<file path="config.mk">
export PLATFORM = sky130hd
export DESIGN_NAME = comp_move_engine
export DESIGN_NICKNAME = d
export VERILOG_FILES = /design/src/rtl/comp_move_engine.sv
export SDC_FILE = /design/constraint.sdc
export NUM_CORES = 1
export LEC_CHECK = 0
export BUFFER_PORTS_ARGS = -buffer_cell sky130_fd_sc_hd__buf_2
export CAP_MARGIN = 40
export CELL_PAD_IN_SITES_DETAIL_PLACEMENT = 0
export CELL_PAD_IN_SITES_GLOBAL_PLACEMENT = 1
export CORE_AREA = 3 3 75 77
export CTS_CLUSTER_SIZE = 12
export DETAILED_ROUTE_END_ITERATION = 10
export DIE_AREA = 0 0 78 80
export GPL_TIMING_DRIVEN = 0
export PLACE_DENSITY = 0.81
export REMOVE_ABC_BUFFERS = 1
export SETUP_SLACK_MARGIN = 0.4
export SLEW_MARGIN = 20
export SYNTH_ARGS = -nofsm -noshare
export SYNTH_HDL_FRONTEND = slang
export SYNTH_SLANG_ARGS = --single-unit
</file>
<file path="constraint.sdc">
create_clock -name clk -period 8.1 [get_ports clk]
set_input_delay 1.215 -clock clk [delete_from_list [all_inputs] [get_ports clk]]
set_output_delay 1.215 -clock clk [all_outputs]
set_load 0.1 [all_outputs]
</file>
<file path="src/rtl/comp_move_engine.sv">
// Computer-opponent move generator: snapshots the board on start, scans the eight
// winning lines for a computer win, then a player block, then falls back to a fixed preference.
module comp_move_engine #(
  parameter logic [1:0] COMP_CODE    = 2'b10,
  parameter logic [1:0] PLYR_CODE    = 2'b01,
  parameter bit         ENABLE_BLOCK = 1'b1
) (
  input  logic        clk,
  input  logic        reset,
  input  logic        start,
  input  logic [17:0] board,
  output logic        busy,
  output logic        move_valid,
  output logic [3:0]  move_pos,
  output logic [1:0]  move_kind,
  output logic        no_move
);

  typedef enum logic [2:0] {
    IDLE,
    SCAN_WIN,
    SCAN_BLOCK,
    PICK,
    DONE
  } state_t;

  localparam logic [1:0] KIND_WIN   = 2'd0;
  localparam logic [1:0] KIND_BLOCK = 2'd1;
  localparam logic [1:0] KIND_PICK  = 2'd2;
  localparam logic [1:0] KIND_NONE  = 2'd3;

  state_t      r_state, w_next;
  logic [17:0] r_snap;
  logic [2:0]  r_idx, w_idx_nxt;
  logic [3:0]  r_pos, w_pos_nxt;
  logic [1:0]  r_kind, w_kind_nxt;
  logic        r_busy, r_valid, r_nomove;

  logic [3:0]  w_a, w_b, w_c;
  logic [1:0]  w_ca, w_cb, w_cc, w_code;
  logic        w_hit;
  logic [3:0]  w_hit_pos;
  logic        w_pick_found;
  logic [3:0]  w_pick_pos;

  function automatic logic [1:0] cell_of(input logic [17:0] b, input logic [3:0] p);
    return b[2*int'(p) +: 2];
  endfunction

  // Cells of each winning line, packed as {a, b, c}.
  function automatic logic [11:0] line_cells(input logic [2:0] idx);
    unique case (idx)
      3'd0: return {4'd0, 4'd1, 4'd2};
      3'd1: return {4'd3, 4'd4, 4'd5};
      3'd2: return {4'd6, 4'd7, 4'd8};
      3'd3: return {4'd0, 4'd3, 4'd6};
      3'd4: return {4'd1, 4'd4, 4'd7};
      3'd5: return {4'd2, 4'd5, 4'd8};
      3'd6: return {4'd0, 4'd4, 4'd8};
      3'd7: return {4'd2, 4'd4, 4'd6};
    endcase
  endfunction

  function automatic logic [3:0] pref_cell(input logic [3:0] i);
    case (i)
      4'd0:    return 4'd4;
      4'd1:    return 4'd0;
      4'd2:    return 4'd2;
      4'd3:    return 4'd6;
      4'd4:    return 4'd8;
      4'd5:    return 4'd1;
      4'd6:    return 4'd3;
      4'd7:    return 4'd5;
      default: return 4'd7;
    endcase
  endfunction

  // Line evaluation: the same comparator serves both scans, only the mark changes.
  always_comb begin
    {w_a, w_b, w_c} = line_cells(r_idx);
    w_ca      = cell_of(r_snap, w_a);
    w_cb      = cell_of(r_snap, w_b);
    w_cc      = cell_of(r_snap, w_c);
    w_code    = (r_state == SCAN_BLOCK) ? PLYR_CODE : COMP_CODE;
    w_hit     = 1'b0;
    w_hit_pos = w_a;
    if (w_ca == 2'b00 && w_cb == w_code && w_cc == w_code) begin
      w_hit     = 1'b1;
      w_hit_pos = w_a;
    end else if (w_cb == 2'b00 && w_ca == w_code && w_cc == w_code) begin
      w_hit     = 1'b1;
      w_hit_pos = w_b;
    end else if (w_cc == 2'b00 && w_ca == w_code && w_cb == w_code) begin
      w_hit     = 1'b1;
      w_hit_pos = w_c;
    end
  end

  always_comb begin
    w_pick_found = 1'b0;
    w_pick_pos   = 4'hF;
    for (int unsigned i = 0; i < 9; i++) begin
      if (!w_pick_found && cell_of(r_snap, pref_cell(4'(i))) == 2'b00) begin
        w_pick_found = 1'b1;
        w_pick_pos   = pref_cell(4'(i));
      end
    end
  end

  always_comb begin
    w_next     = r_state;
    w_idx_nxt  = r_idx;
    w_pos_nxt  = r_pos;
    w_kind_nxt = r_kind;
    unique case (r_state)
      IDLE: begin
        if (start) begin
          w_next    = SCAN_WIN;
          w_idx_nxt = 3'd0;
        end
      end
      SCAN_WIN: begin
        if (w_hit) begin
          w_pos_nxt  = w_hit_pos;
          w_kind_nxt = KIND_WIN;
          w_next     = DONE;
        end else if (r_idx == 3'd7) begin
          w_idx_nxt = 3'd0;
          w_next    = ENABLE_BLOCK ? SCAN_BLOCK : PICK;
        end else begin
          w_idx_nxt = r_idx + 3'd1;
        end
      end
      SCAN_BLOCK: begin
        if (w_hit) begin
          w_pos_nxt  = w_hit_pos;
          w_kind_nxt = KIND_BLOCK;
          w_next     = DONE;
        end else if (r_idx == 3'd7) begin
          w_idx_nxt = 3'd0;
          w_next    = PICK;
        end else begin
          w_idx_nxt = r_idx + 3'd1;
        end
      end
      PICK: begin
        w_pos_nxt  = w_pick_pos;
        w_kind_nxt = w_pick_found ? KIND_PICK : KIND_NONE;
        w_next     = DONE;
      end
      DONE: begin
        w_next = IDLE;
      end
      default: begin
        w_next = IDLE;
      end
    endcase
  end

  // Status outputs are registered off the next state so they line up with r_state.
  always_ff @(posedge clk or posedge reset) begin
    if (reset) begin
      r_state  <= IDLE;
      r_snap   <= '0;
      r_idx    <= '0;
      r_pos    <= '0;
      r_kind   <= '0;
      r_busy   <= 1'b0;
      r_valid  <= 1'b0;
      r_nomove <= 1'b0;
    end else begin
      r_state  <= w_next;
      r_idx    <= w_idx_nxt;
      r_pos    <= w_pos_nxt;
      r_kind   <= w_kind_nxt;
      r_busy   <= (w_next != IDLE);
      r_valid  <= (w_next == DONE);
      r_nomove <= (w_next == DONE) && (w_kind_nxt == KIND_NONE);
      if (r_state == IDLE && start) begin
        r_snap <= board;
      end
    end
  end

  assign busy       = r_busy;
  assign move_valid = r_valid;
  assign move_pos   = r_pos;
  assign move_kind  = r_kind;
  assign no_move    = r_nomove;

endmodule
</file>
==> Implementation_results.wiki <==
{| class="wikitable"
! Metric !! Value
|-
| Area share of the largest cell type after synthesis || 33.6%
|-
| Die area || around 6200 µm²
|-
| Postcts setup bufs || 0
|-
| Worst hold slack after final layout || between 0.4 and 0.5 ns
|-
| Max-capacitance violation count || 0
|-
| Worst endpoint required time || between 8 and 9 ns
|-
| GRT Residual Overflow || 0
|-
| Skew-Pair Late Insertion Delay || 0.28 ns
|-
| Gates resized, CTS repair || 0
|-
| Highest net fanout along the worst path || 13
|-
| Count of input and output buffers || 29
|-
| H-Tree Level Count || 2
|-
| Wire length of the first global-routing pass || 9.81 mm
|-
| Routed Antenna Nets || 0
|-
| Primary FF master, synth || sky130_fd_sc_hd__dfrtp_1
|-
| Worst setup path start || r_idx[0]
|-
| Skew final || 0.00220 ns
|-
| Setup-violating endpoint count in the final report || 0
|-
| Floorplan die width || 78 µm
|-
| Iteration count of the initial detailed-routing pass || 4
|-
| Avg WL per Cell || around 17 µm
|-
| Count of placed standard cells including taps || 333
|-
| Ordered list of cells on the worst path || inv_1 -> ha_1 -> mux2_1 -> nor2_1 -> a22oi_1 -> and2_1 -> or4_4 -> a211oi_4 -> a21oi_2 -> o211a_1 -> a311o_1
|-
| Overall via count from detail_route || 1962
|-
| Setup crit start kind || register
|-
| Sum Neg Setup Slack || 0 ns
|-
| FF-to-FF setup slack || around 4 ns
|-
| Critical Path Sink Type || register
|-
| Initial antenna violation count || 0
|-
| Worst-case clock buffer depth || 2
|-
| Synthesized area divided by synthesized cell count || 10.2 µm²
|-
| Cell types occupying the most area after synthesis || sky130_fd_sc_hd__dfrtp_1, sky130_fd_sc_hd__mux2_2, sky130_fd_sc_hd__mux2i_1, sky130_fd_sc_hd__ha_1, sky130_fd_sc_hd__nor2_1
|-
| Placement row count || 26
|-
| Post-Syn Instances || between 200 and 250
|-
| Post-route DRC violation count || 0
|-
| Final RePlAce weighted congestion || 0.886
|-
| Post-route insts no fill || 341
|-
| End of the critical path || move_pos[0]
|-
| Most common cell after layout, fill and taps aside || sky130_fd_sc_hd__dfrtp_1
|-
| Clock period minus worst slack || 3.98 ns
|-
| Final core utilization || 54.0%
|-
| Total I/O pin count || 30
|-
| Largest stage delay on the critical path || 0.62 ns
|-
| Final critical-path share of the clock period || 49.1%
|-
| Initial Util || 48.5%
|-
| TritonCTS clock tree || built
|-
| Highest attainable clock frequency || 251 MHz
|-
| Synth-to-Final Area Change || 11.4%
|-
| Total number of clock tree sinks || 33
|-
| Pin count of the biggest net entering global routing || 34
|-
| Cells on worst reg2reg path || 11
|-
| Count of state elements after synthesis || 33
|-
| Worst path arrival time || 4.15 ns
|-
| Detailed Route Iter0 Violations || 146
|-
| Cell type contributing the most total cell area after synthesis || sky130_fd_sc_hd__dfrtp_1
|-
| Post-detailed-placement half-perimeter wirelength || 4.45 mm
|-
| Summed instance area of the synthesized netlist || 2460 µm²
|-
| Status || complete, no violations
|-
| CTS root buf || sky130_fd_sc_hd__clkbuf_8
|-
| Syn. warnings || 0
|-
| Total Routing Usage GR || ~20%
|-
| Hold Path Class || register to register
|-
| Most used cells in the layout excluding fill and tap cells || sky130_fd_sc_hd__dfrtp_1, sky130_fd_sc_hd__buf_2, sky130_fd_sc_hd__mux2_2
|-
| Vert. Die Dim || roughly 80 µm
|-
| End of the worst register-to-register path || move_pos[0]
|-
| Vias/cell || 5.75
|-
| Slowest CP cell || sky130_fd_sc_hd__dfrtp_1
|-
| Floorplan Core Area || 5070 µm²
|-
| Clock-pin slew of the registers on the worst-case setup and hold paths || 0.07 ns
|-
| Ant. Diodes || 0
|-
| Final hold viol count || 0
|-
| Worst hold stages || 1
|-
| Fraction of final layout cells with drive strength greater than 1 || between 30% and 40%
|-
| CTS Buf Count || 5
|-
| Slew at the pin closest to its max-slew limit || 0.746 ns
|-
| Number of distinct library cells after synthesis || slightly below 60
|-
| Seq/Total Area, Yosys || 33.6%
|-
| Unrepaired setup endpoints after global routing || false
|-
| Hold-fix buffers at CTS || 0
|-
| Synth async-reset ratio || 100%
|-
| Via count of the first global-routing pass || ~2000
|-
| Total wirelength of the detailed-routed design || 5.65 mm
|-
| EDFF count, synth || 0
|-
| Tightest slew margin relative to the limit || 50.3%
|-
| Setup CP Type || register to register
|-
| Fin nets || ~300
|-
| Worst reg2reg path startpoint || r_idx[0]
|-
| Count of final max-slew check failures || 0
|}
[worst max-delay path, delay by kind of cell (launching register included)]
kind | cells | cell delay [ns]
flip-flops | 1 | 0.62
multiplexers | 1 | 0.37
AO/OA/AOI/OAI | 5 | 1.16
adder cells (fa/ha/maj) | 1 | 0.52
AND/OR/NAND/NOR | 3 | 0.97
buffers and inverters | 1 | 0.21
[worst min path at each step]
stage	from	endpoint	slack, ns
global placement	move_kind[1]	move_kind[1]	0.46
floorplan	r_snap[4]	r_snap[4]	0.52
finish	move_kind[1]	move_kind[1]	0.48
detailed placement	move_kind[1]	move_kind[1]	0.47
global route	move_kind[1]	move_kind[1]	0.50
CTS	move_kind[1]	move_kind[1]	0.49
[kinds of logic after synthesis]
logic type	count (synthesis)	synth area share, %
compound gates	55	19.0
fa+ha+maj	7	3.56
buf+inv	19	4.02
flops	33	33.6
mux	47	22.0
simple gates	80	17.9
[sequential cells by signal (all words and copies together) (netlist names)]
signal and cells:
r_idx 3, r_state 3, move_pos 4, move_kind 2
move_valid 1, r_snap 18, no_move 1, busy 1
[layout make-up]
class                      instances  area, µm²
fill                             481       2330
tap                               70       87.6
sequential                        33        826
timing repair buffer              33        174
multi-input combinational        189       1540
clock inverter                     2       10.0
inverter                           8       30.0
clock buffer                       6       72.6
[synth_stat cells (all sizes together), types with 3 or more instances]
master,n
o21ai,5
nand2,15
clkbuf,4
a22oi,6
mux2,26
buf,7
and2,6
a21o,3
nor3,5
a211oi,5
o22ai,4
o211ai,4
mux2i,21
nand3,5
nor2,20
inv,8
and3,3
nand2b,7
nor2b,3
dfrtp,33
ha,7
a21oi,9
[per-layer routing]
layer  wire [µm]  vias up  global-route usage (%)
met5           0        -                       0
li1            -      963                       -
met3         195       12                    2.71
met2        2530       36                    31.8
met4         140        0                    6.82
met1        2780      951                    27.8
[per-stage QoR]
stage          setup slack, ns  instance area (µm²)
2_1_floorplan             4.06                 2390
3_3_place_gp              2.57                 2620
3_5_place_dp              4.17                 2660
4_1_cts                   4.14                 2740
5_1_grt                   3.84                 2740
6_report                  4.12                 2740
Power is left out: the tool's default activity adds up to more than one toggle a clock period on the data nets, which glitch-free logic cannot reach.
